### src/rtl/bcd_countdown.sv
// Four-digit MM:SS BCD countdown timer with pause/resume, expiry flag and
// blinking display enable once the count has run out.
module bcd_countdown #(
  parameter int unsigned TICK_DIV  = 125000000,
  parameter int unsigned BLINK_DIV = 62500000
) (
  input  logic        clk,
  input  logic        rst,
  input  logic        load,
  input  logic [15:0] load_val,
  input  logic        start,
  input  logic        pause,
  input  logic        clear,
  output logic [15:0] disp_data,
  output logic        disp_en,
  output logic        running,
  output logic        expired,
  output logic        expire_pulse,
  output logic        load_err,
  output logic [1:0]  dbg_state
);

  localparam int PW = $clog2(TICK_DIV + 1);
  localparam int BW = $clog2(BLINK_DIV + 1);
  localparam logic [PW-1:0] PRESC_TOP = PW'(TICK_DIV - 1);
  localparam logic [BW-1:0] BLINK_TOP = BW'(BLINK_DIV - 1);

  typedef enum logic [1:0] {
    S_IDLE    = 2'd0,
    S_RUN     = 2'd1,
    S_PAUSE   = 2'd2,
    S_EXPIRED = 2'd3
  } state_t;

  state_t        state_q, state_d;
  logic [15:0]   disp_q, disp_d;
  logic [PW-1:0] presc_q, presc_d;
  logic [BW-1:0] blink_q, blink_d;
  logic          disp_en_q, disp_en_d;
  logic          running_q, running_d;
  logic          expired_q, expired_d;
  logic          pulse_q, pulse_d;
  logic          err_q, err_d;
  logic [15:0]   dec_val;
  logic          load_ok;

  assign load_ok = (load_val[15:12] <= 4'd9) && (load_val[11:8] <= 4'd9) &&
                   (load_val[7:4]   <= 4'd5) && (load_val[3:0]  <= 4'd9);

  // One-second borrow chain; only evaluated in RUN where the value is non-zero.
  always_comb begin
    dec_val = disp_q;
    if (disp_q[3:0] != 4'd0) begin
      dec_val[3:0] = disp_q[3:0] - 4'd1;
    end else begin
      dec_val[3:0] = 4'd9;
      if (disp_q[7:4] != 4'd0) begin
        dec_val[7:4] = disp_q[7:4] - 4'd1;
      end else begin
        dec_val[7:4] = 4'd5;
        if (disp_q[11:8] != 4'd0) begin
          dec_val[11:8] = disp_q[11:8] - 4'd1;
        end else begin
          dec_val[11:8]  = 4'd9;
          dec_val[15:12] = disp_q[15:12] - 4'd1;
        end
      end
    end
  end

  always_comb begin
    state_d   = state_q;
    disp_d    = disp_q;
    presc_d   = presc_q;
    blink_d   = blink_q;
    disp_en_d = disp_en_q;
    pulse_d   = 1'b0;
    err_d     = 1'b0;
    if (clear) begin
      state_d   = S_IDLE;
      disp_d    = 16'h0000;
      presc_d   = '0;
      blink_d   = '0;
      disp_en_d = 1'b1;
    end else begin
      case (state_q)
        S_IDLE: begin
          if (load) begin
            if (load_ok) disp_d = load_val;
            else         err_d  = 1'b1;
          end else if (start) begin
            if (disp_q != 16'h0000) begin
              state_d = S_RUN;
              presc_d = '0;
            end else begin
              state_d   = S_EXPIRED;
              pulse_d   = 1'b1;
              blink_d   = '0;
              disp_en_d = 1'b1;
            end
          end
        end
        S_RUN: begin
          // Pause freezes the prescaler so a resume keeps the partial second.
          if (pause) begin
            state_d = S_PAUSE;
          end else if (presc_q == PRESC_TOP) begin
            presc_d = '0;
            disp_d  = dec_val;
            if (dec_val == 16'h0000) begin
              state_d   = S_EXPIRED;
              pulse_d   = 1'b1;
              blink_d   = '0;
              disp_en_d = 1'b1;
            end
          end else begin
            presc_d = presc_q + 1'b1;
          end
        end
        S_PAUSE: begin
          if (start) state_d = S_RUN;
        end
        default: begin
          if (blink_q == BLINK_TOP) begin
            blink_d   = '0;
            disp_en_d = ~disp_en_q;
          end else begin
            blink_d = blink_q + 1'b1;
          end
        end
      endcase
    end
    running_d = (state_d == S_RUN);
    expired_d = (state_d == S_EXPIRED);
  end

  always_ff @(posedge clk) begin
    if (rst) begin
      state_q   <= S_IDLE;
      disp_q    <= 16'h0000;
      presc_q   <= '0;
      blink_q   <= '0;
      disp_en_q <= 1'b1;
      running_q <= 1'b0;
      expired_q <= 1'b0;
      pulse_q   <= 1'b0;
      err_q     <= 1'b0;
    end else begin
      state_q   <= state_d;
      disp_q    <= disp_d;
      presc_q   <= presc_d;
      blink_q   <= blink_d;
      disp_en_q <= disp_en_d;
      running_q <= running_d;
      expired_q <= expired_d;
      pulse_q   <= pulse_d;
      err_q     <= err_d;
    end
  end

  assign disp_data    = disp_q;
  assign disp_en      = disp_en_q;
  assign running      = running_q;
  assign expired      = expired_q;
  assign expire_pulse = pulse_q;
  assign load_err     = err_q;
  assign dbg_state    = state_q;

endmodule

### config.mk
export PLATFORM = sky130hd
export DESIGN_NAME = bcd_countdown
export DESIGN_NICKNAME = d
export VERILOG_FILES = /design/src/rtl/bcd_countdown.sv
export SDC_FILE = /design/constraint.sdc
export NUM_CORES = 1
export LEC_CHECK = 0
export ABC_AREA = 1
export CORE_UTILIZATION = 40
export CTS_CLUSTER_DIAMETER = 60
export CTS_CLUSTER_SIZE = 8
export DETAILED_ROUTE_END_ITERATION = 6
export PLACE_DENSITY = 0.7
export RECOVER_POWER = 50
export SKIP_CTS_REPAIR_TIMING = 1
export SYNTH_ARGS = -nofsm -noshare
export SYNTH_HDL_FRONTEND = slang
export SYNTH_SLANG_ARGS = --single-unit
### constraint.sdc
create_clock -name clk -period 3.4 [get_ports clk]
set_input_delay 1.02 -clock clk [delete_from_list [all_inputs] [get_ports clk]]
set_output_delay 1.02 -clock clk [all_outputs]
set_load 0.02 [all_outputs]
==> results by group, run 1 <==
Outcome
  – Outcome: completed

STA
  – F_max: around 350 MHz
  – Least-Margin Pin Slew: 0.902 ns
  – Pins Over Slew Limit: 0
  – RSZ-0062 raised after global routing: false
  – Final hold violations: 0
  – # setup viols final: 0
  – Sum of negative setup slack: 0 ns
  – Worst clock skew: 0.00942 ns
  – Final hold slack: 0.482 ns
  – Min setup slack post-route: 0.521 ns
  – Period minus WS final: between 2 and 3 ns
  – Fin crit share: a little over four fifths
  – Slew Limit Headroom: about two fifths

Clock network
  – CTS Buf Count: 9
  – CTS tree: built
  – H-tree levels: 3
  – CTS max path bufs: 2
  – Clock sinks: 76
  – Clk root buf: clkbuf_16
  – Clock-pin transition on the worst setup and hold timing paths: 0.06 ns
  – Clock latency on the worst-skew pair: about 0.35 ns

Yosys
  – Synth top area share: 30.9%
  – Top cells by count, synth: 180 x nand2_1, 118 x nor2_1, 87 x inv_1, 76 x dfxtp_1, 76 x nand3_1
  – Synthesized instance count: 797
  – Post-synthesis register bit count: 76
  – Synthesized area per cell: 6.18 um2
  – Post-synthesis sequential area ratio: 30.9%
  – Main synth FF type: dfxtp_1
  – Yosys cell types: between 40 and 50
  – Number of flops mapped to enable cells by yosys: 0
  – Post-synth ARST share: 0%
  – Synth area leaders: dfxtp_1 31%, nand2_1 14%, nor2_1 9.0%, nand3_1 7.7%, inv_1 6.6%
  – Mapped Area: between 0.004 and 0.005 mm2
  – Syn_nets: 823
  – Yosys warns: 0
  – Count leader, synth: nand2_1
  – Area leader, netlist: dfxtp_1

Floorplanning
  – FP Rows: 40
  – Core area: 0.0120 mm2
  – Die area: 0.0128 mm2
  – Top Ports: 45
  – Die X: 113 um
  – Die Ht: around 110 um
  – Initial Utilization: roughly two fifths

Placement
  – PortBufs: 44
  – Hpwl dp: 9260 um
  – Placer Congestion: around 0.90
  – Place WS: 0.448 ns
  – Area after DPL: 0.00548 mm2

Setup path
  – Worst-path fanout max: 10
  – Reg-to-Reg Start: disp_data[2]
  – Critical R2R Capture: blink_q[24]
  – Worst endpoint required time: 3.64 ns
  – Worst setup EP type: flip-flop
  – Crit start category: primary input
  – CP arrival: between 3 and 4 ns
  – Crit path from: start
  – Crit path capture: presc_q[23]
  – Setup Crit Path Kind: primary input to flip-flop
  – Reg2Reg Depth: 15
  – Worst reg2reg setup slack: 0.78 ns

Drt
  – Initial DRC count: 363
  – Vias: 5144
  – Final ANT Viol Nets: 0
  – Vias/cell: 5.22
  – Wirelength per Cell: approximately 13 um
  – Total wire length: 12700 um
  – Pre-antenna DRT Iters: 5
  – Residual DRC: 0

Global routing
  – Gr usage total: between 20% and 30%
  – Overflow after GRT: 0
  – Vias in the first global route: about 4700
  – Initial antenna violation count: 0
  – First-pass GRT wire length: 21700 um
  – Pin count of the biggest net entering global routing: 50

Job
  – Max cap viols: 0

Final layout
  – Fraction of layout cells with a size suffix above 1: 6.80%
  – Diode count: 0
  – Nets@finish: 859
  – Final Instance Area: 0.00581 mm2
  – Layout area overhead: 18.0%

Power and ir drop
  – Total Power: 2500 uW
  – PD cells: between 400 and 500 mW/mm2
  – VDD IR-drop max: 231 uV
  – Leakage: approximately 0.0022 uW

Hold path
  – Hold WC Path Type: flip-flop to flip-flop
-- per-layer routing --
| layer | wire (um) | vias to the layer above | part of all wire, % | GRT usage [%] |
|---|---|---|---|---|
| li1 | - | 2689 | - | - |
| met1 | 5820 | 2313 | 46 | 26.7 |
| met4 | 237 | 0 | 1.9 | 8.86 |
| met2 | 6070 | 127 | 48 | 35.4 |
| met5 | 0 | - | 0 | 0 |
| met3 | 572 | 15 | 4.5 | 3.00 |
-- cell type report --
cell class              instances  area (um2)
flip-flops and latches         76        1520
multi-input cells             600        2900
repair buffers                 54         514
inverters                      92         347
clock buffers                  10         239
well taps                     147         184
clock inverters                 6         111
fillers                      1235        6200
-- logic make-up after synthesis --
kind of cell,Yosys count,synth area share [%]
flip-flops,76,30.9
adder cells (fa/ha/maj),4,1.02
AO/OA/AOI/OAI,120,13.6
AND/OR/NAND/NOR,462,41.7
XOR/XNOR,12,2.13
buffers and inverters,121,10.3
multiplexers,2,0.406
-- state kept, by name, summed over array words and instances, names as in the netlist --
| register | flops |
|---|---|
| running | 1 |
| presc_q | 27 |
| expire_pulse | 1 |
| dbg_state | 2 |
| disp_en | 1 |
| disp_data | 16 |
| expired | 1 |
| blink_q | 26 |
| load_err | 1 |
-- critical path: stages --
cell and delay, ns:
dlygate4sd3_1 0.56, inv_1 0.06, nor2_1 0.12, inv_1 0.07, o21ai_0 0.20, nand2_2 0.08, inv_1 0.25, clkbuf_1 0.34
nand4_1 0.18, xor2_1 0.19, nor2_1 0.05
-- worst min-delay path by stage --
stage	depth (start not counted)	from	slack, ns	end
2_1_floorplan	2	presc_q[4]	0.45	presc_q[4]
3_3_place_gp	2	disp_en	0.48	disp_en
3_5_place_dp	2	presc_q[4]	0.48	presc_q[4]
4_1_cts	2	presc_q[4]	0.48	presc_q[4]
5_1_grt	2	disp_en	0.52	disp_en
6_report	2	disp_en	0.48	disp_en
-- power by group --
part	switching (uW)	leakage (uW)	internal (uW)	total, uW
logic	251	0.00143	156	407
clock network	404	0.000169	737	1140
registers	34.0	0.000615	918	952
-- per-stage QoR --
step | cells | utilization (%)
after CTS | 985 | 48.6
after floorplan | 797 | -
after detailed placement | 969 | 45.6
final | 985 | 48.4
after global placement | 969 | 45.6
after global routing | 985 | 48.4
-- placed cells by master, fill, tap and decap left out, types with 24 or more instances in the layout --
cell type,count
o21ai_0,35
dfxtp_1,76
nor2_1,119
a21oi_1,56
nand4_1,24
nand3_1,76
inv_1,88
nor3_1,28
nand2_1,180
dlygate4sd3_1,25
No activity file was read; power rests on OpenSTA's default activity.
==> run 2: changes to the inputs <==
==> constraint.sdc (replaced) <==
create_clock -name clk -period 2.9 [get_ports clk]
set_input_delay 0.87 -clock clk [delete_from_list [all_inputs] [get_ports clk]]
set_output_delay 0.87 -clock clk [all_outputs]
set_load 0.02 [all_outputs]
==> run 2 against run 1 <==
Net effect:
- total power is 17% higher
- final cell count is 0.61% higher
- sequential share of layout area is 0.19 points lower
- global-route usage is 0.80 points higher
- largest power group unchanged
- utilization is 0.35 points higher
- largest cell class unchanged
==> results by group, run 2 (same netlist as run 1, synthesis figures left out) <==
Final layout
  – Area of the multi-input gates: 0.00290 mm2 (unchanged)
  – Max reg flops: 27 (unchanged)
  – Diode count: 0 (unchanged)
  – Register area: 0.00152 mm2 (unchanged)
  – Utilization after layout: 48.8% (was 48.4%)
  – Final Instance Area: 0.00586 mm2 (was 0.00581 mm2)
  – Most common cell after layout, fill and taps aside: nand2_1 (unchanged)
  – Nets@finish: 865 (was 859)
  – Most frequent cells in the layout: 180 x nand2_1, 117 x nor2_1, 88 x inv_1 (was 180 x nand2_1, 119 x nor2_1, 88 x inv_1)
  – Fraction of layout cells with a size suffix above 1: 7.58% (was 6.80%)
  – Most flops, register: presc_q (unchanged)
  – # fillers: 1282 (was 1235)
  – Layout area overhead: 18.9% (was 18.0%)

Global routing
  – Overflow after GRT: 0 (unchanged)
  – Vias in the first global route: 4810 (was 4672)
  – Gr usage total: 21.7% (was 20.9%)
  – Pin count of the biggest net entering global routing: 42 (was 50)
  – Initial antenna violation count: 0 (unchanged)
  – First-pass GRT wire length: 22500 um (was 21700 um)

Clock network
  – CTS max path bufs: 2 (unchanged)
  – Clock-pin transition on the worst setup and hold timing paths: 0.06 ns (about the same)
  – CTS tree: built (unchanged)
  – H-tree levels: 3 (unchanged)
  – Clock sinks: 76 (unchanged)
  – CTS Buf Count: 9 (unchanged)
  – Clock latency on the worst-skew pair: 0.35 ns (about the same)
  – Clk root buf: clkbuf_16 (unchanged)

Setup path
  – Setup Crit Path Kind: primary input to flip-flop (unchanged)
  – Crit start category: primary input (unchanged)
  – Worst setup EP type: flip-flop (unchanged)
  – CP arrival: 2.90 ns (was 3.12 ns)
  – Worst-path fanout max: 22 (was 10)
  – Worst endpoint required time: 3.18 ns (was 3.64 ns)

STA
  – F_max: roughly 380 MHz
  – Worst clock skew: 0.00900 ns (was 0.00942 ns)
  – RSZ-0062 raised after global routing: false (unchanged)
  – Final hold slack: 0.487 ns (was 0.482 ns)
  – Min setup slack post-route: 0.279 ns (was 0.521 ns)
  – Final hold violations: 0 (unchanged)
  – Period minus WS final: 2.62 ns
  – Pins Over Slew Limit: 0 (unchanged)
  – Fin crit share: 90.4%
  – Least-Margin Pin Slew: 0.581 ns (was 0.902 ns)
  – Slew Limit Headroom: 61.3% (was 39.9%)
  – # setup viols final: 0 (unchanged)
  – Sum of negative setup slack: 0 ns (unchanged)

Placement
  – PortBufs: 44 (unchanged)
  – Placer Congestion: 0.915 (was 0.896)
  – Place WS: 0.139 ns (was 0.448 ns)
  – Hpwl dp: 9570 um (was 9260 um)
  – Area after DPL: 0.00553 mm2 (was 0.00548 mm2)

Floorplanning
  – Core area: 0.0120 mm2 (unchanged)
  – Die X: 113 um (unchanged)
  – Initial Utilization: 41.0% (unchanged)
  – FP Rows: 40 (unchanged)
  – Die Ht: 113 um (unchanged)
  – Top Ports: 45 (unchanged)
  – Die area: 0.0128 mm2 (unchanged)

Drt
  – Final ANT Viol Nets: 0 (unchanged)
  – Initial DRC count: 307 (was 363)
  – Vias/cell: 5.21 (was 5.22)
  – Vias: 5167 (was 5144)
  – Pre-antenna DRT Iters: 4 (was 5)
  – Residual DRC: 0 (unchanged)
  – Wirelength per Cell: 13.3 um (was 12.9 um)
  – Total wire length: 13200 um (was 12700 um)

Power and ir drop
  – PD cells: 500 mW/mm2 (was 430 mW/mm2)
  – VDD IR-drop max: 288 uV (was 231 uV)
  – Leakage: 0.00224 uW (was 0.00222 uW)

Outcome
  – Outcome: completed (unchanged)

Job
  – Max cap viols: 0 (unchanged)

Hold path
  – Hold WC Path Type: flip-flop to flip-flop (unchanged)
## run 2: cell type report
type                       instances  area share (%)
clock buffer                       9            3.85
timing repair buffer              60            9.55
clock inverter                     7            2.09
multi-input combinational        600            49.5
inverter                          92            5.92
tap                              147            3.14
sequential                        76            26.0
## run 2: path summary, 6_finish.rpt
path              cells past startpoint           to          from  slack (ns)
setup reg to reg                     15  blink_q[17]  disp_data[0]        0.42
setup / recovery                     10  presc_q[11]         start        0.28
hold / removal                        2      disp_en       disp_en        0.49
hold reg to reg                       2      disp_en       disp_en        0.49
## run 2: worst max-delay path, stage by stage
cell and delay, ns:
dlygate4sd3_1 0.56, inv_1 0.06, nor2_1 0.11, inv_1 0.06
o21ai_0 0.19, nand2_2 0.08, clkbuf_2 0.31, nor4_1 0.43
o21ai_1 0.10, a21oi_1 0.13
## run 2: per-layer routing
metal  vias to the layer above  track usage [%]  wire length (um)
met5                         -                0                 0
met4                         0             8.68               276
met3                        23             3.16               566
met2                       126             37.5              6200
met1                      2317             27.3              6160
li1                       2701                -                 -
## run 2: report_power, final
group / switching, uW / internal, uW
combinational: 300 / 191
sequential: 40.6 / 1080
clock: 478 / 845
total: 819 / 2110
## run 2: through the flow
stage,cells,power (uW)
finish,991,2930
global route,991,3060
CTS,991,2960
detailed placement,975,1630
global placement,975,1630
floorplan,797,1490
==> run 3: changes to the inputs <==
--- a/config.mk
+++ b/config.mk
@@ -10,6 +10,7 @@
 export CTS_CLUSTER_DIAMETER = 60
 export CTS_CLUSTER_SIZE = 8
 export DETAILED_ROUTE_END_ITERATION = 6
+export MAX_ROUTING_LAYER = met4
 export PLACE_DENSITY = 0.7
 export RECOVER_POWER = 50
 export SKIP_CTS_REPAIR_TIMING = 1
==> run 3 against run 2 <==
Net effect:
- cell area is 0.62% lower
- count of clock-buffer cells in the layout rose by 2
- total power decreased by 9.5%
- register-to-register slack improved by 0.04 ns
- global-route usage is 0.35 points lower
- largest cell class unchanged
- critical endpoint is now presc_q[17]
- wire length decreased by 4.3%
- final cell count decreased by 0.10%
- via count fell by 0.64%
==> results by group, run 3 (same netlist as run 1, synthesis figures left out) <==
Drt
  – Metal-1 WL: 5850 um (was 6160 um)
  – Wirelength per Cell: 12.8 um (was 13.3 um)
  – Initial DRC count: 271 (was 307)
  – Residual DRC: 0 (unchanged)
  – Total wire length: 12600 um (was 13200 um)
  – Highest metal used: met4 (unchanged)
  – Vias: 5134 (was 5167)
  – Vias/cell: 5.19 (was 5.21)
  – Pre-antenna DRT Iters: 5 (was 4)
  – Wire length on met3: 592 um (was 566 um)
  – Final ANT Viol Nets: 0 (unchanged)
  – WL met2: 5880 um (was 6200 um)

Final layout
  – Non-filler cells, final: 990 (was 991)
  – Fraction of layout cells with a size suffix above 1: 7.47% (was 7.58%)
  – Layout area overhead: 18.2% (was 18.9%)
  – Diode count: 0 (unchanged)
  – Most common cell after layout, fill and taps aside: nand2_1 (unchanged)
  – Most frequent cells in the layout: 180 x nand2_1, 119 x nor2_1, 88 x inv_1 (was 180 x nand2_1, 117 x nor2_1, 88 x inv_1)
  – Max reg flops: 27 (unchanged)
  – Most flops, register: presc_q (unchanged)
  – Nets@finish: 864 (was 865)
  – Utilization after layout: 48.5% (was 48.8%)

Clock network
  – Clock sinks: 76 (unchanged)
  – Clk root buf: clkbuf_16 (unchanged)
  – CTS tree: built (unchanged)
  – CTS max path bufs: 2 (unchanged)
  – Clock latency on the worst-skew pair: 0.35 ns (about the same)
  – Clock-pin transition on the worst setup and hold timing paths: 0.06 ns (about the same)
  – H-tree levels: 3 (unchanged)
  – CTS Buf Count: 9 (unchanged)

STA
  – Pins Over Slew Limit: 0 (unchanged)
  – Sum of negative setup slack: 0 ns (unchanged)
  – F_max: 389 MHz (was 382 MHz)
  – Final hold violations: 0 (unchanged)
  – Period minus WS final: 2.57 ns (was 2.62 ns)
  – # setup viols final: 0 (unchanged)
  – Worst clock skew: 0.00956 ns (was 0.00900 ns)
  – Fin crit share: 88.7% (was 90.4%)
  – Least-Margin Pin Slew: 0.870 ns (was 0.581 ns)
  – RSZ-0062 raised after global routing: false (unchanged)
  – Slew Limit Headroom: 42.0% (was 61.3%)

Floorplanning
  – Die area: 0.0128 mm2 (unchanged)
  – FP Rows: 40 (unchanged)
  – Die X: 113 um (unchanged)
  – Die Ht: 113 um (unchanged)
  – Core area: 0.0120 mm2 (unchanged)
  – Initial Utilization: 41.0% (unchanged)
  – Top Ports: 45 (unchanged)

Setup path
  – Reg2Reg Depth: 11 (was 15)
  – Worst-path fanout max: 8 (was 22)
  – Worst-path cell with the longest stage delay: dlygate4sd3_1 (unchanged)
  – Reg-to-Reg Start: disp_data[2] (was disp_data[0])
  – Critical R2R Capture: presc_q[1] (was blink_q[17])
  – Worst endpoint required time: 3.14 ns (was 3.18 ns)
  – Setup Crit Path Kind: primary input to flip-flop (unchanged)
  – Critical-path cell list: dlygate4sd3_1 > inv_1 > nor2_1 > inv_1 > o21ai_1 > nand2_2 > inv_1 > nand3_1 > nor2_1 > nand2_1 > o21ai_0 > nor2_1 (was dlygate4sd3_1 > inv_1 > nor2_1 > inv_1 > o21ai_0 > nand2_2 > clkbuf_2 > nor4_1 > o21ai_1 > a21oi_1)
  – CP arrival: 2.81 ns (was 2.90 ns)
  – Crit start category: primary input (unchanged)
  – CP peak stage delay: 0.57 ns (was 0.56 ns)
  – Worst setup EP type: flip-flop (unchanged)
  – Worst reg2reg setup slack: 0.46 ns (was 0.42 ns)

Global routing
  – Vias in the first global route: 4690 (was 4810)
  – First-pass GRT wire length: 21500 um (was 22500 um)
  – Pin count of the biggest net entering global routing: 42 (unchanged)
  – Gr usage total: 21.4% (was 21.7%)
  – Initial antenna violation count: 0 (unchanged)
  – Overflow after GRT: 0 (unchanged)

Power and ir drop
  – Combinational share of power: 18.9% (was 16.8%)
  – VDD IR-drop max: 342 uV (was 288 uV)
  – Clock power share: 39.1% (was 45.1%)
  – Sw Share: 29.9% (was 27.9%)
  – Int Pwr: 1860 uW (was 2110 uW)
  – PD cells: 456 mW/mm2 (was 500 mW/mm2)
  – Leakage: 0.00222 uW (was 0.00224 uW)
  – Flop pwr share: 42.0% (was 38.1%)
  – Sw Pwr: 793 uW (was 819 uW)

Placement
  – PortBufs: 44 (unchanged)
  – Hpwl dp: 9320 um (was 9570 um)
  – Cells after DPL: 974 (was 975)
  – Placer Congestion: 0.946 (was 0.915)

Hold path
  – Hold WC Path Type: flip-flop to flip-flop (unchanged)
  – Hold Startpoint: disp_en (unchanged)
  – Hold Path Depth: 2 (unchanged)
  – WHS Endpoint: disp_en (unchanged)

Job
  – Max cap viols: 0 (unchanged)

Outcome
  – Outcome: completed (unchanged)
run 3: changes by cell type in the layout (fill, tap and decap cells not counted), moves of 2 or more:
| cell | before | now |
|---|---|---|
| nor2_2 | 6 | 4 |
| nor2_1 | 117 | 119 |
| buf_12 | 1 | 4 |
| bufinv_16 | 3 | 0 |
run 3: area by class of cell:
cell class,count,area [um2]
flip-flops and latches,76,1520
clock inverters,5,37.5
fillers,1272,6190
multi-input cells,600,2900
well taps,147,184
clock buffers,11,233
inverters,92,347
repair buffers,59,601
run 3: worst max path at each step:
| stage | from | to | slack, ns |
|---|---|---|---|
| 2_1_floorplan | start | blink_q[10] | 0.87 |
| 3_3_place_gp | start | blink_q[15] | 0.19 |
| 3_5_place_dp | start | blink_q[15] | 0.17 |
| 4_1_cts | dbg_state[1] | dbg_state[1] | 0.48 |
| 5_1_grt | disp_data[2] | blink_q[2] | 0.17 |
| 6_report | start | presc_q[17] | 0.33 |
run 3: through the flow:
step,setup slack (ns),power (uW),hold WS [ns],instance area (um2)
2_1_floorplan,0.875,1490,0.450,4930
3_3_place_gp,0.193,1640,0.477,5560
3_5_place_dp,0.171,1640,0.483,5560
4_1_cts,0.482,2690,0.496,5830
5_1_grt,0.171,2800,0.524,5820
6_report,0.328,2650,0.486,5820
run 3: power by group through the flow:
stage | registers [uW] | clock network (uW) | logic [uW]
after global routing | 1120 | 1120 | 563
after global placement | 1140 | 0 | 502
final | 1110 | 1040 | 500
after floorplan | 1140 | 0 | 353
after detailed placement | 1140 | 0 | 504
after CTS | 1110 | 1070 | 506
run 3: critical path, delay by kind of cell:
kind | cells | cell delay [ns]
compound gates | 2 | 0.34
buf+inv | 4 | 0.91
simple gates | 6 | 0.66
run 3: layer usage:
metal  vias up  track usage (%)
li1       2697                -
met1      2265             26.2
met2       141             34.9
met3        31             4.45
met4         0             7.63
met5         -                -
==> RTL change 1 (config.mk and constraints of run 3) <==
Register the output `disp_data` once more, with the module's reset; this adds one clock of latency there. The other outputs are not delayed to match.
--- a/src/rtl/bcd_countdown.sv
+++ b/src/rtl/bcd_countdown.sv
@@ -159,5 +159,11 @@
   end
 
-  assign disp_data    = disp_q;
+  always_ff @(posedge clk) begin
+    if (rst) begin
+      disp_data <= '0;
+    end else begin
+      disp_data <= disp_q;
+    end
+  end
   assign disp_en      = disp_en_q;
   assign running      = running_q;
Function: changed (a bounded check fails within 4 cycles, from zero or initial values and one cycle with rst high).
==> RTL change 1 against run 3 <==
Synthesized area grew 8.4%; setup slack gained 0.014 ns; sequential cell count grew 16; routed wire length grew 9.5%; critical path type is now reg2reg; global-route usage shrank 0.15 points; power grew 13%; sequential share of layout area grew 3.5 points; cell area grew 6.6%.
==> RTL change 1: results (changes against run 3) <==
Max rail drop VDD 0.000310 V (was 0.000342 V); routability cong. 0.952 (was 0.946); fraction of area in multi-input gates 47.9% (was 49.8%); Post-Synth Adder-Cell Area 0.937% (was 1.02%); Synthesized Nets 841 (was 823); CP Max Fanout 15 (was 8); sequential power share 44.5% (was 42.0%); Commonest cells post-synth nand2_1, nor2_1, dfxtp_1 (was nand2_1, nor2_1, inv_1); Signal inverters 86 (was 92); normalized max-slew margin 39.6% (was 42.0%); Lkg Pwr 2.48 nW (was 2.22 nW); Synth Area in Compound Gates 11.8% (was 13.6%); fraction of area in registers 29.7% (was 26.1%); worst r2r src presc_q[0] (was disp_data[2]); hold path startpoint disp_q[9] (was disp_en); crit path DAT 2.80 ns (was 2.81 ns); largest net degree at the start of global routing 54 (was 42); post-synthesis sequential area ratio 34.5% (was 30.9%); Synth Area in XOR/XNOR 2.79% (was 2.13%); clock skew 0.00917 ns (was 0.00956 ns); power density cells 483 mW/mm^2 (was 456 mW/mm^2); combinational group share of total power 15.3% (was 18.9%); reg2reg setup slack 0.34 ns (was 0.46 ns); Wirelength per Cell 13.4 microns (was 12.8 microns); layout cell share with drive strength beyond 1 6.18% (was 7.47%); worst reg2reg endpoint disp_q[14] (was presc_q[1]); first-pass GRT wire length 23300 microns (was 21500 microns); comb_multi_in 608 (was 600); die width 118 microns (was 113 microns); vias in the first global route 4782 (was 4690); Area contributors post-synth dfxtp_1, nand2_1, nor2_1, nand3_1, inv_1 (unchanged); Sw Ratio 28.5% (was 29.9%); clock buffers 9 (was 11); worst hold path endpoint disp_data[9] (was disp_en); outcome finished clean (unchanged); post-synthesis mux area share 0% (was 0.406%); Data buffer area share 8.83% (was 10.3%); gr usage total 21.2% (was 21.4%); clock network area share 4.86% (was 4.64%); hpwl dp 10100 microns (was 9320 microns); routed via count 5345 (was 5134)
==> RTL change 1: cell families after synthesis <==
| group | Yosys count |
|---|---|
| XOR/XNOR | 17 |
| buffers and inverters | 115 |
| flip-flops | 92 |
| adder cells (fa/ha/maj) | 4 |
| AND/OR/NAND/NOR | 472 |
| AO/OA/AOI/OAI | 115 |
==> RTL change 1: worst max-delay path by stage <==
stage	start	to	cells after the start
after floorplan	rst	disp_q[2]	5
after global placement	load_val[2]	disp_q[1]	9
after detailed placement	load_val[2]	disp_q[8]	8
after CTS	load_val[2]	disp_q[8]	8
after global routing	load	presc_q[17]	11
final	presc_q[0]	disp_q[14]	9
==> RTL change 1: worst max-delay path, cell delays in order (launching register included) <==
cell,delay (ns)
dfxtp_1,0.40
ha_1,0.20
nand3_1,0.15
nor4_1,0.48
nand3_2,0.19
nand2_1,0.21
nand3_1,0.11
clkbuf_1,0.31
a21oi_1,0.28
a21oi_1,0.09
==> RTL change 1: metrics by stage <==
stage               setup WS [ns]  util, %  instance area (sq um)  instances  hold WS (ns)
floorplan                   0.878        -                   5340        815         0.426
global placement            0.180     46.2                   5930       1014         0.463
detailed placement          0.119     46.2                   5930       1014         0.460
CTS                         0.484     48.6                   6230       1030         0.474
global route                0.156     48.4                   6210       1030         0.506
finish                      0.342     48.4                   6210       1030         0.473
==> RTL change 1: routing by layer <==
metal | part of all wire, % | vias up | GRT usage [%] | routed length, microns
met5 | 0 | - | - | 0
met4 | 1.4 | 0 | 6.49 | 195
met3 | 5.8 | 15 | 4.02 | 809
met2 | 44 | 131 | 32.8 | 6130
met1 | 48 | 2433 | 28.1 | 6700
li1 | - | 2766 | - | -
==> RTL change 2 (flow settings as in run 3) <==
Without the edit above. The parameter `BLINK_DIV` goes from 62500000 to 15625000.
--- a/src/rtl/bcd_countdown.sv
+++ b/src/rtl/bcd_countdown.sv
@@ -3,5 +3,5 @@
 module bcd_countdown #(
   parameter int unsigned TICK_DIV  = 125000000,
-  parameter int unsigned BLINK_DIV = 62500000
+  parameter int unsigned BLINK_DIV = 15625000
 ) (
   input  logic        clk,
Formal check against the unedited RTL: same outputs for any inputs over 10 cycles, from zero or initial values and one cycle with rst high; that may be too few to reach the edited logic, so the function may still have changed.
==> RTL change 2 against run 3 <==
Hold slack worse by 0.013 ns; clock skew down 0.0026 ns; core utilization down 0.89 points; synthesized area fell by 0.64%; die area down 0.62%; power is 2.1% lower; setup slack better by 0.0020 ns; cell area is 2.2% lower; routed wire length increased by 4.0%; sequential cell count is 2 lower; highest routed layer unchanged; global-route usage is 1.4 points higher; synthesized cell count shrank 1.4%.
==> RTL change 2: results (changes against run 3) <==
mean area per synthesized cell 6.23 sq um (was 6.18 sq um); Clk pin slew, worst setup/hold paths 0.06 ns (about the same); Worst R2R Path Depth 12 (was 11); Synth Area in XOR/XNOR 1.61% (was 2.13%); post-synthesis sequential area ratio 30.3% (was 30.9%); final cell count without fillers 979 (was 990); clock root buffer clkbuf_16 (unchanged); worst r2r src disp_data[0] (was disp_data[2]); most flop-heavy register presc_q (unchanged); Synthesized Nets 812 (was 823); outcome finished clean (unchanged); min-delay worst type reg2reg (unchanged); largest net degree at the start of global routing 51 (was 42); normalized max-slew margin 64.9% (was 42.0%); CP Max Fanout 11 (was 8); routed via count 5189 (was 5134); sequential power share 41.5% (was 42.0%); initial antenna violation count 0 (unchanged); H-tree levels 3 (unchanged); Lkg Pwr 2.16 nW (was 2.22 nW); Port Buf Inserts 44 (unchanged); Clock Latency Late Sink 0.34 ns; largest stage delay on the critical path 0.55 ns (was 0.57 ns); CTS Buf Count 9 (unchanged); hold depth 2 (unchanged); hpwl dp 9620 microns (was 9320 microns); layout cell share with drive strength beyond 1 6.25% (was 7.47%); reg2reg setup slack 0.45 ns; gr usage total 22.8% (was 21.4%); Fillers 1237 (was 1272); synthesis warning total 0 (unchanged); first-pass GRT wire length 22700 microns (was 21500 microns); hold path startpoint presc_q[3] (was disp_en); clock skew 0.00692 ns (was 0.00956 ns); Max rail drop VDD 0.000310 V (was 0.000342 V); number of flip-flops in the largest register 27 (unchanged); Sw Ratio 29.1% (was 29.9%); Commonest cells post-synth nand2_1, nor2_1, inv_1 (unchanged); worst reg2reg endpoint blink_q[2] (was presc_q[1]); Synth Area in Compound Gates 14.2% (was 13.6%); Area contributors post-synth dfxtp_1, nand2_1, nand3_1, nor2_1, inv_1 (was dfxtp_1, nand2_1, nor2_1, nand3_1, inv_1); crit path DAT 2.80 ns (was 2.81 ns); Clock Path Buffers 2 (unchanged); ANT cells 0 (unchanged); nets@finish 854 (was 864); Clock Power 1.04 mW (about the same); slowest stage cell, crit path dlygate4sd3_1 (unchanged); Unique masters post-synth 47 (was 45); post-synthesis mux area share 0% (was 0.406%); Wirelength per Cell 13.4 microns (was 12.8 microns); vias in the first global route 4745 (was 4690); initial detailed-routing violation count 427 (was 271); Post-Synth Adder-Cell Area 1.02% (about the same); Crit path max-delay family compound AO/OA/AOI/OAI gates (was buffers and inverters); routability cong. 0.921 (was 0.946); worst hold path endpoint presc_q[3] (was disp_en); dpl cells 964 (was 974); DRC 0 (unchanged)
==> RTL change 2: cell types whose count changed after synthesis, moves of 5 or more <==
| cell | delta |
|---|---|
| a21oi_1 | +6 |
| a21oi_2 | -10 |
| buf_2 | -10 |
| buf_6 | +5 |
| nand3_1 | +7 |
| nor2_1 | -10 |
| nor4_1 | -6 |
==> RTL change 2: through the flow <==
step	area, sq um	utilization [%]	setup WS [ns]	hold slack, ns	power, mW
6_report	5690	47.6	0.330	0.472	2.60
5_1_grt	5690	47.6	0.146	0.516	2.72
2_1_floorplan	4890	-	0.904	0.437	1.45
3_3_place_gp	5460	45.6	0.325	0.458	1.58
3_5_place_dp	5460	45.6	0.212	0.461	1.58
4_1_cts	5730	47.9	0.494	0.469	2.63
==> RTL change 2: area by class of cell <==
cell class              count  area (sq um)  share of cell area [%]
clock buffers              12           256                    4.51
clock inverters             3          15.0                   0.264
inverters                  97           369                    6.49
multi-input cells         593          2870                    50.5
flip-flops and latches     74          1480                    26.0
well taps                 147           184                    3.23
repair buffers             53           513                    9.01
==> RTL change 2: worst min-delay path, cell delays in order, from the launching register on <==
cell	delay, ns
dfxtp_1	0.33
inv_1	0.05
a21oi_1	0.05
==> RTL change 2: how the worst max path moves through the flow <==
stage | cells after the start | start | to | slack (ns)
global route | 9 | load_val[9] | disp_data[1] | 0.15
global placement | 10 | pause | presc_q[12] | 0.32
finish | 9 | load_val[9] | disp_data[7] | 0.33
floorplan | 8 | load_val[10] | disp_data[1] | 0.90
CTS | 1 | dbg_state[0] | dbg_state[0] | 0.49
detailed placement | 9 | load_val[14] | disp_data[14] | 0.21
==> RTL change 2: per-layer routing <==
layer,GRT usage [%],routed length [microns],vias to the layer above
li1,-,-,2685
met1,30.4,6510,2339
met2,34.9,5740,152
met3,4.21,722,13
met4,6.84,164,0
met5,-,0,-
